[config.mk]
export PLATFORM = sky130hd
export DESIGN_NAME = bcd_stopwatch_ctrl
export DESIGN_NICKNAME = d
export VERILOG_FILES = /design/src/rtl/bcd_stopwatch_ctrl.sv
export SDC_FILE = /design/constraint.sdc
export NUM_CORES = 1
export LEC_CHECK = 0
export ABC_CLOCK_PERIOD_IN_PS = 2450
export BUFFER_PORTS_ARGS = -buffer_cell sky130_fd_sc_hd__buf_2
export CAP_MARGIN = 10
export CORE_MARGIN = 2
export CORE_UTILIZATION = 35
export DETAILED_ROUTE_END_ITERATION = 8
export GPL_ROUTABILITY_DRIVEN = 0
export SYNTH_ARGS = -nofsm -noshare
export SYNTH_HDL_FRONTEND = slang
export SYNTH_SLANG_ARGS = --single-unit
[constraint.sdc]
create_clock -name clk -period 2.45 [get_ports clk]
set_input_delay 0.1225 -clock clk [delete_from_list [all_inputs] [get_ports clk]]
set_output_delay 0.1225 -clock clk [all_outputs]
set_load 0.01 [all_outputs]
[src/rtl/bcd_stopwatch_ctrl.sv]
// bcd_stopwatch_ctrl: run/pause/clear stopwatch sequencing a cascade of BCD decade counters from a prescaler, with lap capture and sticky overflow.
module bcd_stopwatch_ctrl #(
  parameter int DIGITS = 4,
  parameter int TICK_DIV = 10
) (
  input  logic                clk,
  input  logic                rst,
  input  logic                start,
  input  logic                stop,
  input  logic                clear,
  input  logic                lap,
  output logic [4*DIGITS-1:0] count,
  output logic [4*DIGITS-1:0] lap_count,
  output logic                lap_valid,
  output logic                running,
  output logic                overflow
);
  localparam int PW = TICK_DIV > 1 ? $clog2(TICK_DIV) : 1;
  typedef enum logic [1:0] {IDLE, RUN, PAUSE} state_t;
  state_t state;
  logic [PW-1:0] p;
  logic cnt_en, tick, lap_acc, c, wrap;
  logic [4*DIGITS-1:0] nxt;
  assign cnt_en = state == RUN && !clear && !stop;
  assign tick = cnt_en && p == PW'(TICK_DIV - 1);
  assign lap_acc = lap && !clear && state != IDLE;
  always_comb begin
    c = tick;
    nxt = count;
    for (int i = 0; i < DIGITS; i++) begin
      nxt[4*i +: 4] = c ? (count[4*i +: 4] == 4'd9 ? 4'd0 : count[4*i +: 4] + 4'd1) : count[4*i +: 4];
      c = c && count[4*i +: 4] == 4'd9;
    end
    wrap = c;
  end
  always_ff @(posedge clk) begin
    if (rst) begin
      state <= IDLE;
      p <= '0;
      count <= '0;
      lap_count <= '0;
      lap_valid <= 1'b0;
      running <= 1'b0;
      overflow <= 1'b0;
    end else begin
      lap_valid <= lap_acc;
      if (lap_acc) lap_count <= count;
      if (clear) begin
        state <= IDLE;
        p <= '0;
        count <= '0;
        running <= 1'b0;
        overflow <= 1'b0;
      end else begin
        if (stop && state == RUN) begin
          state <= PAUSE;
          running <= 1'b0;
        end else if (start && !stop && state != RUN) begin
          state <= RUN;
          running <= 1'b1;
        end
        if (cnt_en) begin
          p <= tick ? '0 : p + PW'(1);
          count <= nxt;
          if (wrap) overflow <= 1'b1;
        end
      end
    end
  end
endmodule

==> results of run 1 <==
[where the power goes]
| part | switching, µW | total, µW | internal [µW] | leakage [µW] |
|---|---|---|---|---|
| clock network | 223 | 452 | 229 | 0.0000445 |
| logic | 19.9 | 29.2 | 9.25 | 0.000569 |
| registers | 1.08 | 652 | 650 | 0.000322 |
| total | 244 | 1130 | 888 | 0.000936 |
[kinds of logic after synthesis]
logic type	after synthesis	synth area share, %
adders and majority gates	2	1.438
AOI/OAI and AO/OA	31	11.07
xor gates and xnor gates	6	3.019
muxes	16	9.202
buffers and inverters	16	3.882
and+or+nand+nor	78	25.38
DFF	40	46.01
[flip-flops by register name (all words and copies together) (netlist names)]
signal     count
lap_valid      1
lap_count     16
state          2
p              4
overflow       1
count         16
[how the worst min path moves through the flow]
stage               endpoint  slack (ps)  depth (start not counted)
floorplan           state[1]         290                          2
global placement    state[0]         410                          3
detailed placement  state[0]         420                          3
CTS                 state[0]         100                          3
global route        state[0]         130                          3
finish              state[0]         110                          3
[cell type report]
cell class                      instances  area (µm²)
Multi-Input combinational cell        133       872.1
Clock buffer                            7       86.33
Tap cell                               67       83.83
Clock inverter                          1       7.507
Fill cell                             510        2648
Sequential cell                        40       800.8
Inverter                                7       26.28
Timing Repair Buffer                   44       230.2
[per-stage QoR]
stage | hold WS (ps) | total power (µW) | setup slack [ps] | util [%] | std cells
5_1_grt | 134.1 | 1185 | 142.3 | 44.32 | 299
2_1_floorplan | 287.9 | 683.9 | 210.8 | - | 189
6_report | 112.3 | 1132 | 202.1 | 44.32 | 299
3_3_place_gp | 410.3 | 696.8 | 225.0 | 42.34 | 291
4_1_cts | 102.1 | 1154 | 203.7 | 44.32 | 299
3_5_place_dp | 415.1 | 696.5 | 208.2 | 42.34 | 291
[worst register-to-register path: stages, from the launching register on]
cell and delay [ps]:
dfxtp_1 350, or4b_4 570, or4_4 610, or4b_1 520
a21oi_1 140
[layout by cell type (no fill, tap or decap), drive strengths merged, types with 3 or more instances in the layout]
| cell | count |
|---|---|
| o31ai | 4 |
| nand2b | 5 |
| mux2i | 16 |
| or4b | 3 |
| or4 | 5 |
| inv | 7 |
| xor2 | 4 |
| nor2 | 28 |
| nand4 | 3 |
| or3 | 3 |
| clkbuf | 7 |
| nand2 | 12 |
| nor2b | 4 |
| buf | 44 |
| o21ai | 5 |
| dfxtp | 40 |
| nand3 | 3 |
| a21oi | 12 |
[routing by layer]
layer  vias to the layer above  GRT usage (%)  routed length [µm]
met5                         -              0                   0
li1                        754              -                   -
met4                         0          4.365                  34
met2                        34          22.22                1688
met3                         6          5.556                 168
met1                       677          15.93                1719
==> impl_results.md, run 1 <==
* Setup Fix Bufs, Post-CTS at 0
* CP Capture Type: register
* Crit path depth at 4
* Worst Hold Class: in2reg
* Reg2reg end: count[13]
* Net Count, Synth at 197
* Post-DR wirelength/cell at 12.08 µm
* Root buf cell: clkbuf_8
* Final Setup Violations at 0
* Final net count at 239
* Top cells by count, synth: dfxtp_1, nor2_1, mux2i_1
* CP top delay family: simple AND/OR/NAND/NOR gates
* Initial antenna violation count at 0
* DP HPWL at 2.531 mm
* Vias at 1,471
* Slowest cell on the critical path: or4_4
* Tmin final at 2248 ps
* Hold_sp: start
* Worst slew pin tran at 423.1 ps
* Maximum clock rate at 444.9 MHz
* Clock latency on the worst-skew pair at 290 ps
* R2r startpoint: state[1]
* Sequential-to-total area share from yosys stat at 46.01%
* #FFs+latches synth at 40
* Post-CTS sizing at 0
* CP Max Fanout at 11
* Setup crit end: count[13]
* CTS Buf Count at 5
* Yosys warnings at 0
* Peak VDD IR at 0.2545 mV
* Most frequent cell after synthesis: dfxtp_1
* CP peak stage delay at 610 ps
* Initial Util at 36.61%
* Reg2reg path depth at 4
* Clk pin slew, worst setup/hold paths at 80 ps
* Rows at 25
* Vias in the first global route at 1,240
* Share of cells above drive strength 1 at 24.57%
* Clock skew at 7.269 ps
* Post-synthesis async set-or-reset flop share at 0%
* TritonCTS clock tree: yes
* WP data arrival at 2480 ps
* H-tree depth at 2
* Final Max Slew Viols at 0
* Global route total overflow at 0
* RSZ-0062 raised after global routing: false
* Final Cycle Share at 91.75%
* Cells after Synth at 189
* Avg Inst Size Synth at 9.209 µm²
* CTS max path bufs at 2
* Diode count at 0
* R2R setup slack at 200 ps
* Maxcap violations at 0
* EDFF count, synth at 0
* Die width at 74.52 µm
* Design Area, Final at 2107 µm²
* Post-detailed-route count of antenna-violating nets at 0
* Outcome: complete, no violations
* Startpoint types: register
* Pwr Density at 537.4 nW/µm²
* Cell variety after synth at 42
* CTS sink cnt at 40
* Vias per cell at 4.920
* Most used DFF post-synth: dfxtp_1
* Area growth, synth to finish at 21.06%
* CORE AREA at 4755 µm²
* Crit path from: state[1]
* Detailed Routing Iterations Pass 1 at 4
* First-pass GRT wire length at 5.609 mm
* Yosys top cell area share at 46.01%
* 1st-iter DRT viols at 41
* Crit path cell chain: or4b_4, or4_4, or4b_1, a21oi_1
* Total GRT Usage at 13.47%
* DRC viols at 0
* Setup CP Type: reg2reg
* Final hold viol count at 0
* Synthesized area at 1740 µm²
* Leak at 0.0009359 µW
* Die height at 74.52 µm
* Synth area leader: dfxtp_1
* Buffers added on ports at 40
* Die area at 5552 µm²
* Max-slew headroom at 71.71%
* I/O Pins at 41
* Placed inst area at 2013 µm²
* Critical Path RT at 2680 ps
* Hold buffer count at CTS at 0
* Final wirelength at 3.611 mm
* Worst Path Buf+Inv at 0
* Setup TNS at 0 ps
* Top cells by area, synth: dfxtp_1, mux2i_1, nor2_1, a21oi_1, nand2_1
* Largest net degree at the start of global routing at 20
Power figures use the tool's default switching activity.
==> inputs of run 2 (changes only) <==
Settings changed: ABC_CLOCK_PERIOD_IN_PS 2450 to 2400.
Clock period 2.45 ns to 2.4 ns, I/O delays scaled along.
==> run 2 against run 1 <==
Sequential power grew 2%. Final area rose by 1.0%. Routed wire length about the same. Clock skew decreased by 3.6 ps. Critical path depth stayed put.
==> impl_results.md, run 2 (synthesis results as in run 1) <==
* Die width at 74.52 µm (unchanged)
* Hold buffer count at CTS at 0 (unchanged)
* Vias in the first global route at 1,257 (+1.4%)
* Maximum clock rate at 441.3 MHz (-0.79%)
* DP HPWL at 2.519 mm (-0.45%)
* Die area at 5552 µm² (unchanged)
* Hold Path Stages at 3 (unchanged)
* Worst slew pin tran at 423.2 ps (+0.1190 ps)
* Regs by FF count: count (16), lap_count (16), p (4)
* Max-slew headroom at 71.70% (about the same)
* Setup TNS at 0 ps (unchanged)
* Maxcap violations at 0 (unchanged)
* 1st-iter DRT viols at 58 (+41%)
* Final wirelength at 3.612 mm (about the same)
* Post-CTS sizing at 0 (unchanged)
* Clock skew at 3.717 ps (-3.551 ps)
* Final net count at 240 (+0.42%)
* Initial antenna violation count at 0 (unchanged)
* Final Cycle Share at 94.41% (+2.7 points)
* Design Area, Final at 2128 µm² (+1.0%)
* Clock latency on the worst-skew pair at 290 ps (about the same)
* H-tree depth at 2 (unchanged)
* Pwr Density at 578.1 nW/µm² (+7.6%)
* CTS max path bufs at 2 (unchanged)
* Initial Util at 36.61% (unchanged)
* Worst Hold Class: in2reg
* Pre-CTS setup slack at 149.6 ps (-58.56 ps)
* DP Cell Count at 292 (+0.34%)
* Setup CP Type: reg2reg
* Rows at 25 (unchanged)
* Final hold viol count at 0 (unchanged)
* Hold_sp: start
* Clk pin slew, worst setup/hold paths at 70 ps (about the same)
* TritonCTS clock tree: yes
* Leak at 0.0009521 µW (+1.7%)
* Finished Layout Cells at 300 (+0.33%)
* CP Capture Type: register
* Share of cells above drive strength 1 at 24.89% (+0.32 points)
* WP data arrival at 2480 ps (about the same)
* Detailed Routing Iterations Pass 1 at 4 (unchanged)
* Final core occ at 44.76% (+0.45 points)
* Post-detailed-route count of antenna-violating nets at 0 (unchanged)
* Startpoint types: register
* Buffers added on ports at 40 (unchanged)
* Root buf cell: clkbuf_8
* Peak VDD IR at 0.2377 mV (-6.6%)
* Critical Path RT at 2620 ps (-60 ps)
* Setup Fix Bufs, Post-CTS at 0 (unchanged)
* Outcome: complete, no violations
* Diode count at 0 (unchanged)
* Setup ws final at 134.1 ps (-67.92 ps)
* Final Setup Violations at 0 (unchanged)
* Vias per cell at 4.943 (+0.48%)
* CP Max Fanout at 11 (unchanged)
* DRC viols at 0 (unchanged)
* Placed inst area at 2021 µm² (+0.37%)
* Tmin final at 2266 ps (+17.92 ps)
* CTS sink cnt at 40 (unchanged)
* R2r startpoint: state[1]
* Vias at 1,483 (+0.82%)
* Global route total overflow at 0 (unchanged)
* Die height at 74.52 µm (unchanged)
* Final Max Slew Viols at 0 (unchanged)
* First-pass GRT wire length at 5.740 mm (+2.3%)
* Crit path from: state[1]
* I/O Pins at 41 (unchanged)
* Area growth, synth to finish at 22.29%
* CTS Buf Count at 5 (unchanged)
* Total GRT Usage at 13.68% (+0.21 points)
* RSZ-0062 raised after global routing: false
* Post-DR wirelength/cell at 12.04 µm (-0.31%)
* Largest net degree at the start of global routing at 20 (unchanged)
* Commonest cells after routing, fill and taps aside: dfxtp_1, buf_2, nor2_1
* Reg2reg path depth at 4 (unchanged)
* CORE AREA at 4755 µm² (unchanged)
[run 2: cell types whose count changed in the layout (fill, tap and decap cells not counted)]
cell        before  now
buf_4            4    5
bufinv_16        0    1
clkbuf_8         6    5
clkinv_2         0    1
clkinvlp_4       1    0
[run 2: worst paths after layout]
kind	slack (ps)	to
max	130	count[13]
max reg2reg	130	count[13]
min reg2reg	480	overflow
min	100	state[0]
[run 2: where the power goes]
group / internal [µW] / switching, µW / leakage, µW
sequential: 664 / 1.09 / 0.000322
combinational: 9.44 / 20.1 / 0.000575
clock: 309 / 227 / 0.0000552
total: 982 / 248 / 0.000952
[run 2: through the flow]
step / total power (µW) / hold WS (ps)
5_1_grt: 1287 / 92.64
3_5_place_dp: 711.0 / 399.3
6_report: 1230 / 96.20
2_1_floorplan: 698.1 / 285.4
3_3_place_gp: 711.4 / 407.9
4_1_cts: 1254 / 85.42
[run 2: area by class of cell]
type | instances | area [µm²]
multi-input combinational | 133 | 872.1
inverter | 7 | 26.28
tap | 67 | 83.83
fill | 504 | 2626
sequential | 40 | 800.8
clock inverter | 2 | 35.03
clock buffer | 6 | 72.57
timing repair buffer | 45 | 237.7
[run 2: worst max-delay path, cell delays in order, from the launching register on]
cell and delay [ps]:
dfxtp_1 360, or4b_4 570, or4_4 620, or4b_1 520
a21oi_1 140
[run 2: metal layers]
layer | wire (µm) | GRT usage (%) | up-vias | part of all wire (%)
met5 | 0 | 0 | - | 0
met4 | 48 | 4.762 | 0 | 1.3
met3 | 200 | 4.607 | 5 | 5.5
met2 | 1639 | 21.53 | 37 | 45
met1 | 1723 | 17.55 | 685 | 48
li1 | - | - | 756 | -
